==> src/rtl/aes_ladder_arbiter.sv <==
`default_nettype none
// aes_ladder_arbiter: round-robin share of one sequential AES round ladder among N_REQ requesters.
// Rev 1.0
module aes_ladder_arbiter #(
  parameter int NB_DATA  = 128,
  parameter int N_REQ    = 2,
  parameter int NB_ID    = 1,
  parameter int TIMEOUT  = 20,
  parameter int NB_TIMER = 5
) (
  input  logic                     i_clock,
  input  logic                     i_reset,
  input  logic                     i_valid,
  input  logic [N_REQ-1:0]         i_req,
  input  logic [N_REQ*NB_DATA-1:0] i_req_data,
  output logic [N_REQ-1:0]         o_ack,
  output logic                     o_busy,
  output logic [NB_DATA-1:0]       o_ladder_state,
  output logic                     o_ladder_trigger,
  input  logic [NB_DATA-1:0]       i_ladder_state,
  input  logic                     i_ladder_ready,
  output logic [NB_DATA-1:0]       o_result,
  output logic                     o_result_valid,
  output logic [NB_ID-1:0]         o_result_id,
  output logic                     o_timeout_error
);

  typedef enum logic [1:0] {
    S_IDLE   = 2'd0,
    S_LAUNCH = 2'd1,
    S_WAIT   = 2'd2,
    S_DONE   = 2'd3
  } state_t;

  state_t               r_state;
  logic [NB_ID-1:0]     r_last_grant;
  logic [NB_TIMER-1:0]  r_timer;
  logic [NB_DATA-1:0]   r_hold;
  logic [N_REQ-1:0]     r_ack;
  logic                 r_trigger;
  logic [NB_DATA-1:0]   r_result;
  logic                 r_result_valid;
  logic [NB_ID-1:0]     r_result_id;
  logic                 r_timeout;

  logic                 w_found;
  logic [NB_ID-1:0]     w_winner;
  logic [N_REQ-1:0]     w_ack_oh;
  logic [NB_DATA-1:0]   w_data;

  // Search starts one past the last grant and wraps; the first set request wins.
  always_comb begin
    w_found  = 1'b0;
    w_winner = '0;
    for (int i = 1; i <= N_REQ; i++) begin
      for (int k = 0; k < N_REQ; k++) begin
        if (!w_found && i_req[k] && (k == (int'(r_last_grant) + i) % N_REQ)) begin
          w_found  = 1'b1;
          w_winner = NB_ID'(k);
        end
      end
    end
  end

  always_comb begin
    w_ack_oh = '0;
    w_data   = '0;
    for (int k = 0; k < N_REQ; k++) begin
      if (w_winner == NB_ID'(k)) begin
        w_ack_oh[k] = 1'b1;
        w_data      = i_req_data[k*NB_DATA +: NB_DATA];
      end
    end
  end

  always_ff @(posedge i_clock or posedge i_reset) begin
    if (i_reset) begin
      r_state        <= S_IDLE;
      r_last_grant   <= NB_ID'(N_REQ - 1);
      r_timer        <= '0;
      r_hold         <= '0;
      r_ack          <= '0;
      r_trigger      <= 1'b0;
      r_result       <= '0;
      r_result_valid <= 1'b0;
      r_result_id    <= '0;
      r_timeout      <= 1'b0;
    end else if (i_valid) begin
      r_ack          <= '0;
      r_trigger      <= 1'b0;
      r_result_valid <= 1'b0;
      r_timeout      <= 1'b0;
      case (r_state)
        S_IDLE: begin
          if (w_found) begin
            r_hold       <= w_data;
            r_ack        <= w_ack_oh;
            r_result_id  <= w_winner;
            r_last_grant <= w_winner;
            r_trigger    <= 1'b1;
            r_state      <= S_LAUNCH;
          end
        end
        S_LAUNCH: begin
          r_timer <= '0;
          r_state <= S_WAIT;
        end
        S_WAIT: begin
          r_timer <= r_timer + 1'b1;
          // A ready on the last allowed cycle still counts as success.
          if (i_ladder_ready) begin
            r_result       <= i_ladder_state;
            r_result_valid <= 1'b1;
            r_state        <= S_DONE;
          end else if (r_timer == NB_TIMER'(TIMEOUT - 1)) begin
            r_timeout <= 1'b1;
            r_state   <= S_IDLE;
          end
        end
        S_DONE: begin
          r_state <= S_IDLE;
        end
        default: begin
          r_state <= S_IDLE;
        end
      endcase
    end
  end

  assign o_busy           = (r_state != S_IDLE);
  assign o_ack            = r_ack;
  assign o_ladder_state   = r_hold;
  assign o_ladder_trigger = r_trigger;
  assign o_result         = r_result;
  assign o_result_valid   = r_result_valid;
  assign o_result_id      = r_result_id;
  assign o_timeout_error  = r_timeout;

endmodule
`default_nettype wire

==> config.mk <==
export PLATFORM = sky130hd
export DESIGN_NAME = aes_ladder_arbiter
export DESIGN_NICKNAME = d
export VERILOG_FILES = /design/src/rtl/aes_ladder_arbiter.sv
export SDC_FILE = /design/constraint.sdc
export NUM_CORES = 1
export LEC_CHECK = 0
export BUFFER_PORTS_ARGS = -buffer_cell sky130_fd_sc_hd__buf_2
export CELL_PAD_IN_SITES_DETAIL_PLACEMENT = 0
export CELL_PAD_IN_SITES_GLOBAL_PLACEMENT = 1
export CORE_AREA = 2 2 253 255
export CTS_CLUSTER_SIZE = 40
export DETAILED_ROUTE_END_ITERATION = 7
export DIE_AREA = 0 0 255 257
export PLACE_DENSITY_LB_ADDON = 0.05
export SLEW_MARGIN = 20
export SYNTH_ARGS = -nofsm -noshare
export SYNTH_HDL_FRONTEND = slang
export SYNTH_SLANG_ARGS = --single-unit
==> constraint.sdc <==
create_clock -name i_clock -period 15.03 [get_ports i_clock]
set_input_delay 3.006 -clock i_clock [delete_from_list [all_inputs] [get_ports i_clock]]
set_output_delay 3.006 -clock i_clock [all_outputs]
set_load 0.05 [all_outputs]
==> run summary, run 1 <==
Peak VDD IR -> 0.07521 mV
Synth unique cells -> 34
Row cnt -> 92
Non-Filler Instances -> 2,419
FMAX -> 203.2 MHz
Port Buffers -> 652
# fillers -> 6,735
Commonest cells in the netlist -> dfrtp_1, o21ai_1, nand2_1
Overflow after GRT -> 0
RSZ-0062 raised after global routing -> false
Post-route ant nets -> 0
Clock power share -> 0.197
Tmin final -> 4.920 ns
Worst Path Required -> 15.45 ns
Root Driver -> clkbuf_16
Largest cells by area after synthesis -> dfrtp_1, mux2_1, mux2i_1
Final Hold Viols -> 0
Most common cell in the synthesized netlist -> dfrtp_1
Number of hold buffers added after cts -> 0
Area fraction of the dominant cell type after synthesis -> 0.5934
Worst setup SP type -> input pin
Number of synthesized register bits -> 270
TritonCTS clock tree -> yes
Gr usage total -> 0.1419
Core Util, Final -> 0.2641
Post-route cell area -> 0.01657 mm²
Post CTS Setup Buffer Count -> 0
Synth warnings -> 0
Final setup TNS -> 0 ns
Leak Pwr -> 8.490 nW
Data arrival time of the critical path -> 5.34 ns
Post-synth EDFFs -> 0
DR iter-0 viols -> 293
Syn Std Cell Area -> 0.01134 mm²
Layout cell share with drive strength beyond 1 -> 0.4613
Initial antenna violation count -> 26
Initial DRT Pass Iterations -> 4
CTS clock-pin slew for the worst setup and hold paths -> 0.05 ns
Worst-Skew Late Latency -> 0.54 ns
Critical-path maximum fanout -> 75
RePlAce Congestion -> 0.7665
I/O pin count -> 653
Seq/Total Area, Yosys -> 0.5957
Syn_area_per_cell -> 12.65 µm²
Post-Route WL -> 47.61 mm
Die ar. -> 0.06554 mm²
Cts repair resizes -> 0
HP Class -> flop to flop
Vias in the first global route -> 9,652
Final setup vio count -> 0
Vias per inst -> 3.759
Worst-Margin Slew -> 1.070 ns
DR vias -> 9,093
Asr flop ratio synth -> 1.000
Largest net degree at the start of global routing -> 105
Inserted Clock Buffers -> 37
Total chip power -> 4.280 mW
Placed cell areas -> 0.01539 mm²
Worst-case clock buffer depth -> 3
Max-Slew Margin vs Limit -> 0.2869
Slew Viols, Final -> 0
HPWL after DPL -> 37.09 mm
DRC violations left -> 0
Avg WL per Cell -> 19.68 µm
Setup ws final -> 10.11 ns
Reg power frac -> 0.286
P&R area growth vs syn -> 46.06%
Yosys top cell by area -> dfrtp_1
Core box area -> 0.06274 mm²
Critical Path End Type -> flop
Chip height -> 257 µm
Pint -> 2.067 mW
Comb pwr share -> 0.517
R2R Setup Slk -> 12.03 ns
Outcome -> finished, final reports clean
Sw frac -> 0.5171
PwrDens -> 258.3 mW/mm²
# nets final -> 1,932
First-pass GRT wire length -> 67.43 mm
WHS -> 0.4748 ns
Worst setup path class -> input pin to flop
Psw -> 2.213 mW
CTS H-tree lvls -> 2
Clk sink count -> 270
Fin crit share -> 0.3274
Starting Density -> 0.1808
Skew final -> 0.01401 ns
Pre-CTS WS -> 9.450 ns
Syn nets -> 1,290
Max-Cap Viols -> 0
Top FF cell, synth -> dfrtp_1
Die width -> 255 µm
Placed cells -> 2,346
Syn Inst Count -> 897
-- cell families after synthesis --
family | synth area share
AOI/OAI and AO/OA | 0.06981
adders and majority gates | 0.003309
buffers and inverters | 0.03673
DFF | 0.5957
muxes | 0.2420
and+or+nand+nor | 0.05250
-- registers in the layout, indices dropped and copies added, names as in the netlist --
name / cells
r_state: 2
o_timeout_error: 1
r_last_grant: 1
o_result_valid: 1
o_ack: 2
o_ladder_trigger: 1
o_result_id: 1
o_result: 128
o_ladder_state: 128
r_timer: 5
-- worst max-delay path, cell delays in order --
cell and delay [ns]:
buf_2 0.31, nand3_4 0.73, buf_4 0.71, mux2_1 0.47
-- path summary, 6_finish.rpt --
check                                                     start                               to  cells past startpoint
min in group asynchronous                               i_reset          o_result[4]$_DFFE_PP0P_                      2
worst min-delay path            o_ladder_state[108]$_DFFE_PP0P_  o_ladder_state[108]$_DFFE_PP0P_                      2
worst max register to register           r_state[0]$_DFFE_PP0P_        o_result[104]$_DFFE_PP0P_                      5
max in group asynchronous                               i_reset   o_ladder_state[80]$_DFFE_PP0P_                      4
worst max-delay path                                    i_valid        o_result[104]$_DFFE_PP0P_                      4
worst min register to register  o_ladder_state[108]$_DFFE_PP0P_  o_ladder_state[108]$_DFFE_PP0P_                      2
-- cell usage in the layout (no fill, tap or decap), drive strengths merged --
master / instances
dfrtp: 269
o21ai: 137
nand2: 134
clkinv: 1
o2111ai: 1
ha: 3
a21o: 1
buf: 662
nor4bb: 1
mux2i: 128
a41oi: 1
a22o: 1
a21boi: 1
o22ai: 1
inv: 12
a31oi: 1
o211ai: 4
mux2: 130
a21oi: 1
nor2: 1
a32oi: 1
clkbuf: 59
nand4bb: 1
diode: 10
dfstp: 1
nand2b: 2
nand3: 5
nor2b: 1
or3: 1
and3b: 1
or3b: 1
-- area by class of cell --
type | instances | area (µm²) | area share
flip-flops and latches | 270 | 6758 | 0.4078
multi-input cells | 559 | 4199 | 0.2534
repair buffers | 662 | 3338 | 0.2015
clock buffers | 59 | 1119 | 0.06751
well taps | 846 | 1059 | 0.06388
inverters | 9 | 41.29 | 0.002492
clock inverters | 4 | 31.28 | 0.001888
diodes | 10 | 25.02 | 0.001510
-- power by group through the flow --
stage	logic, mW	registers, mW	clock network [mW]
3_3_place_gp	2.26	1.23	0
2_1_floorplan	0.445	2.41	0
3_5_place_dp	2.26	1.24	0
6_report	2.21	1.22	0.844
4_1_cts	2.25	1.23	0.889
5_1_grt	2.35	1.28	0.918
-- metal layers --
metal,track usage,up-vias,wire length [µm]
li1,-,4412,-
met1,0.1484,4183,17350
met2,0.2495,399,23460
met3,0.07566,77,5835
met4,0.03103,22,816
met5,0,-,152
(Power assumes the default switching activity.)
==> inputs of run 2 (changes only) <==
- CORE_AREA: 2 2 253 255 -> 2 2 257 259
- DIE_AREA: 0 0 255 257 -> 0 0 259 261
- clock period: 15.03 -> 4.3 ns (I/O delays scaled with it)
==> run 2 against run 1 <==
Against the previous run:
- hold slack got worse by 0.017 ns
- first-iteration DRC count rose by 3.4%
- sequential share of layout area fell by 0.48 points
- clock power rose to 3.6 times the previous value
- count of clock-buffer cells in the layout fell by 9
- sequential power rose to 3.5 times the previous value
- critical path type is now flop to flop
==> run summary, run 2 (synthesis results as in run 1) <==
Outcome -> finished, final reports clean
Die ar. -> 0.06760 mm² (+3.1%)
HPWL after DPL -> 37.35 mm (+0.71%)
Pre-CTS WS -> 0.9848 ns (-8.466 ns)
Max-Slew Margin vs Limit -> 0.3337 (+0.04687)
Core box area -> 0.06504 mm² (+3.7%)
Largest net degree at the start of global routing -> 80 (-24%)
# fillers -> 7,038 (+4.5%)
Worst-Skew Late Latency -> 0.54 ns (about the same)
Gr usage total -> 0.1365 (-0.005467)
Final setup TNS -> 0 ns (unchanged)
Clk sink count -> 270 (unchanged)
Starting Density -> 0.1744 (-0.006408)
First-pass GRT wire length -> 67.19 mm (-0.36%)
Multi-input combinational cell area -> 0.004199 mm² (unchanged)
Inserted Clock Buffers -> 37 (unchanged)
Die width -> 259 µm (+1.6%)
DR vias -> 9,194 (+1.1%)
Root Driver -> clkbuf_16
Skew final -> 0.01255 ns (-0.001456 ns)
Vias per inst -> 3.765 (+0.16%)
Critical Path End Type -> flop
CTS clock-pin slew for the worst setup and hold paths -> 0.06 ns (about the same)
CP peak stage delay -> 0.80 ns (+0.07 ns)
Number of hold buffers added after cts -> 0 (unchanged)
RePlAce Congestion -> 0.7442 (-2.9%)
Row cnt -> 94 (+2.2%)
Fin crit share -> 0.7124
Worst setup SP type -> flop
Peak VDD IR -> 0.2597 mV (+250%)
Overflow after GRT -> 0 (unchanged)
Avg WL per Cell -> 19.60 µm (-0.40%)
Cts repair resizes -> 0 (unchanged)
Post-route ant nets -> 0 (unchanged)
Most used cell, CP -> buf_4
Storage cell area -> 0.006758 mm² (unchanged)
Worst Path Required -> 4.72 ns (-10.73 ns)
Port Buffers -> 652 (unchanged)
FMAX -> 326.4 MHz
Critical-path maximum fanout -> 69 (-8.0%)
# nets final -> 1,942 (+0.52%)
Chip height -> 261 µm (+1.6%)
Commonest non-fill, non-tap cell in the layout -> buf_2
Worst-Margin Slew -> 0.9994 ns (-0.07030 ns)
DRC violations left -> 0 (unchanged)
PwrDens -> 902.0 mW/mm² (+250%)
Non-Filler Instances -> 2,442 (+0.95%)
Tmin final -> 3.063 ns
Worst-case clock buffer depth -> 3 (unchanged)
Worst setup path class -> flop to flop
Data arrival time of the critical path -> 3.48 ns (-1.86 ns)
Vias in the first global route -> 9,477 (-1.8%)
I/O pin count -> 653 (unchanged)
CP max-delay cell -> buf_4
Leak Pwr -> 8.569 nW (+0.93%)
P&R area growth vs syn -> 47.80%
Placed cells -> 2,373 (+1.2%)
Initial DRT Pass Iterations -> 4 (unchanged)
Most frequent cells in the layout -> buf_2, dfrtp_1, o21ai_1
Post CTS Setup Buffer Count -> 0 (unchanged)
Max-Cap Viols -> 0 (unchanged)
DR iter-0 viols -> 303 (+3.4%)
Post-Route WL -> 47.87 mm (+0.55%)
Crit-path cells -> inv_1 > ha_1 > nand3_4 > buf_4 > buf_4 > mux2_1
Layout cell share with drive strength beyond 1 -> 0.4650 (+0.003720)
Final Hold Viols -> 0 (unchanged)
Core Util, Final -> 0.2578 (-0.006319)
RSZ-0062 raised after global routing -> false
Initial antenna violation count -> 19 (-27%)
Setup ws final -> 1.237 ns (-8.873 ns)
HP Class -> input pin to async pin
CTS H-tree lvls -> 2 (unchanged)
TritonCTS clock tree -> yes
Final setup vio count -> 0 (unchanged)
Slew Viols, Final -> 0 (unchanged)
[run 2: final cells by class]
cell class	instances	share of cell area
Sequential cell	270	0.4030
Multi-Input combinational cell	559	0.2504
Timing Repair Buffer	672	0.2100
Tap cell	864	0.06447
Clock buffer	50	0.05992
Clock inverter	12	0.009029
Inverter	9	0.002239
Antenna cell	6	0.0008955
[run 2: worst paths after layout]
check,from,endpoint,slack [ns],cells past startpoint
worst max register to register,r_state[0]$_DFFE_PP0P_,o_result[32]$_DFFE_PP0P_,1.24,6
worst min register to register,o_ladder_state[21]$_DFFE_PP0P_,o_ladder_state[21]$_DFFE_PP0P_,0.47,2
max in group asynchronous,i_reset,o_result[61]$_DFFE_PP0P_,2.87,3
worst max-delay path,r_state[0]$_DFFE_PP0P_,o_result[32]$_DFFE_PP0P_,1.24,6
worst min-delay path,i_reset,o_result[126]$_DFFE_PP0P_,0.46,2
min in group i_clock,o_ladder_state[21]$_DFFE_PP0P_,o_ladder_state[21]$_DFFE_PP0P_,0.47,2
[run 2: metal layers]
metal  global-route usage  vias to the layer above  wire, µm
li1                     -                     4450         -
met2               0.2331                      391     23310
met5                    0                        -       180
met4              0.03099                       24       840
met1               0.1537                     4256     18570
met3              0.06552                       73      4966
[run 2: where the power goes]
| part | internal, mW | leakage, nW | total (mW) | switching, mW |
|---|---|---|---|---|
| Clock | 1.82 | 0.561 | 3.02 | 1.20 |
| Combinational | 1.77 | 4.67 | 7.81 | 6.04 |
| Sequential | 3.73 | 3.34 | 4.29 | 0.563 |
[run 2: worst max-delay path: cells and delay by family (launching register included)]
kind / cells / cell delay (ns)
flops: 1 / 0.34
fa+ha+maj: 1 / 0.34
buf+inv: 3 / 1.61
mux: 1 / 0.39
simple gates: 1 / 0.12
[run 2: metrics by stage]
step / hold WS, ns / area (µm²) / total power, mW
final: 0.4573 / 16770 / 15.12
after CTS: 0.4577 / 16720 / 15.46
after global routing: 0.4856 / 16760 / 16.01
after detailed placement: 0.4682 / 15570 / 12.30
after floorplan: 0.4728 / 11350 / 9.990
after global placement: 0.4604 / 15570 / 12.30
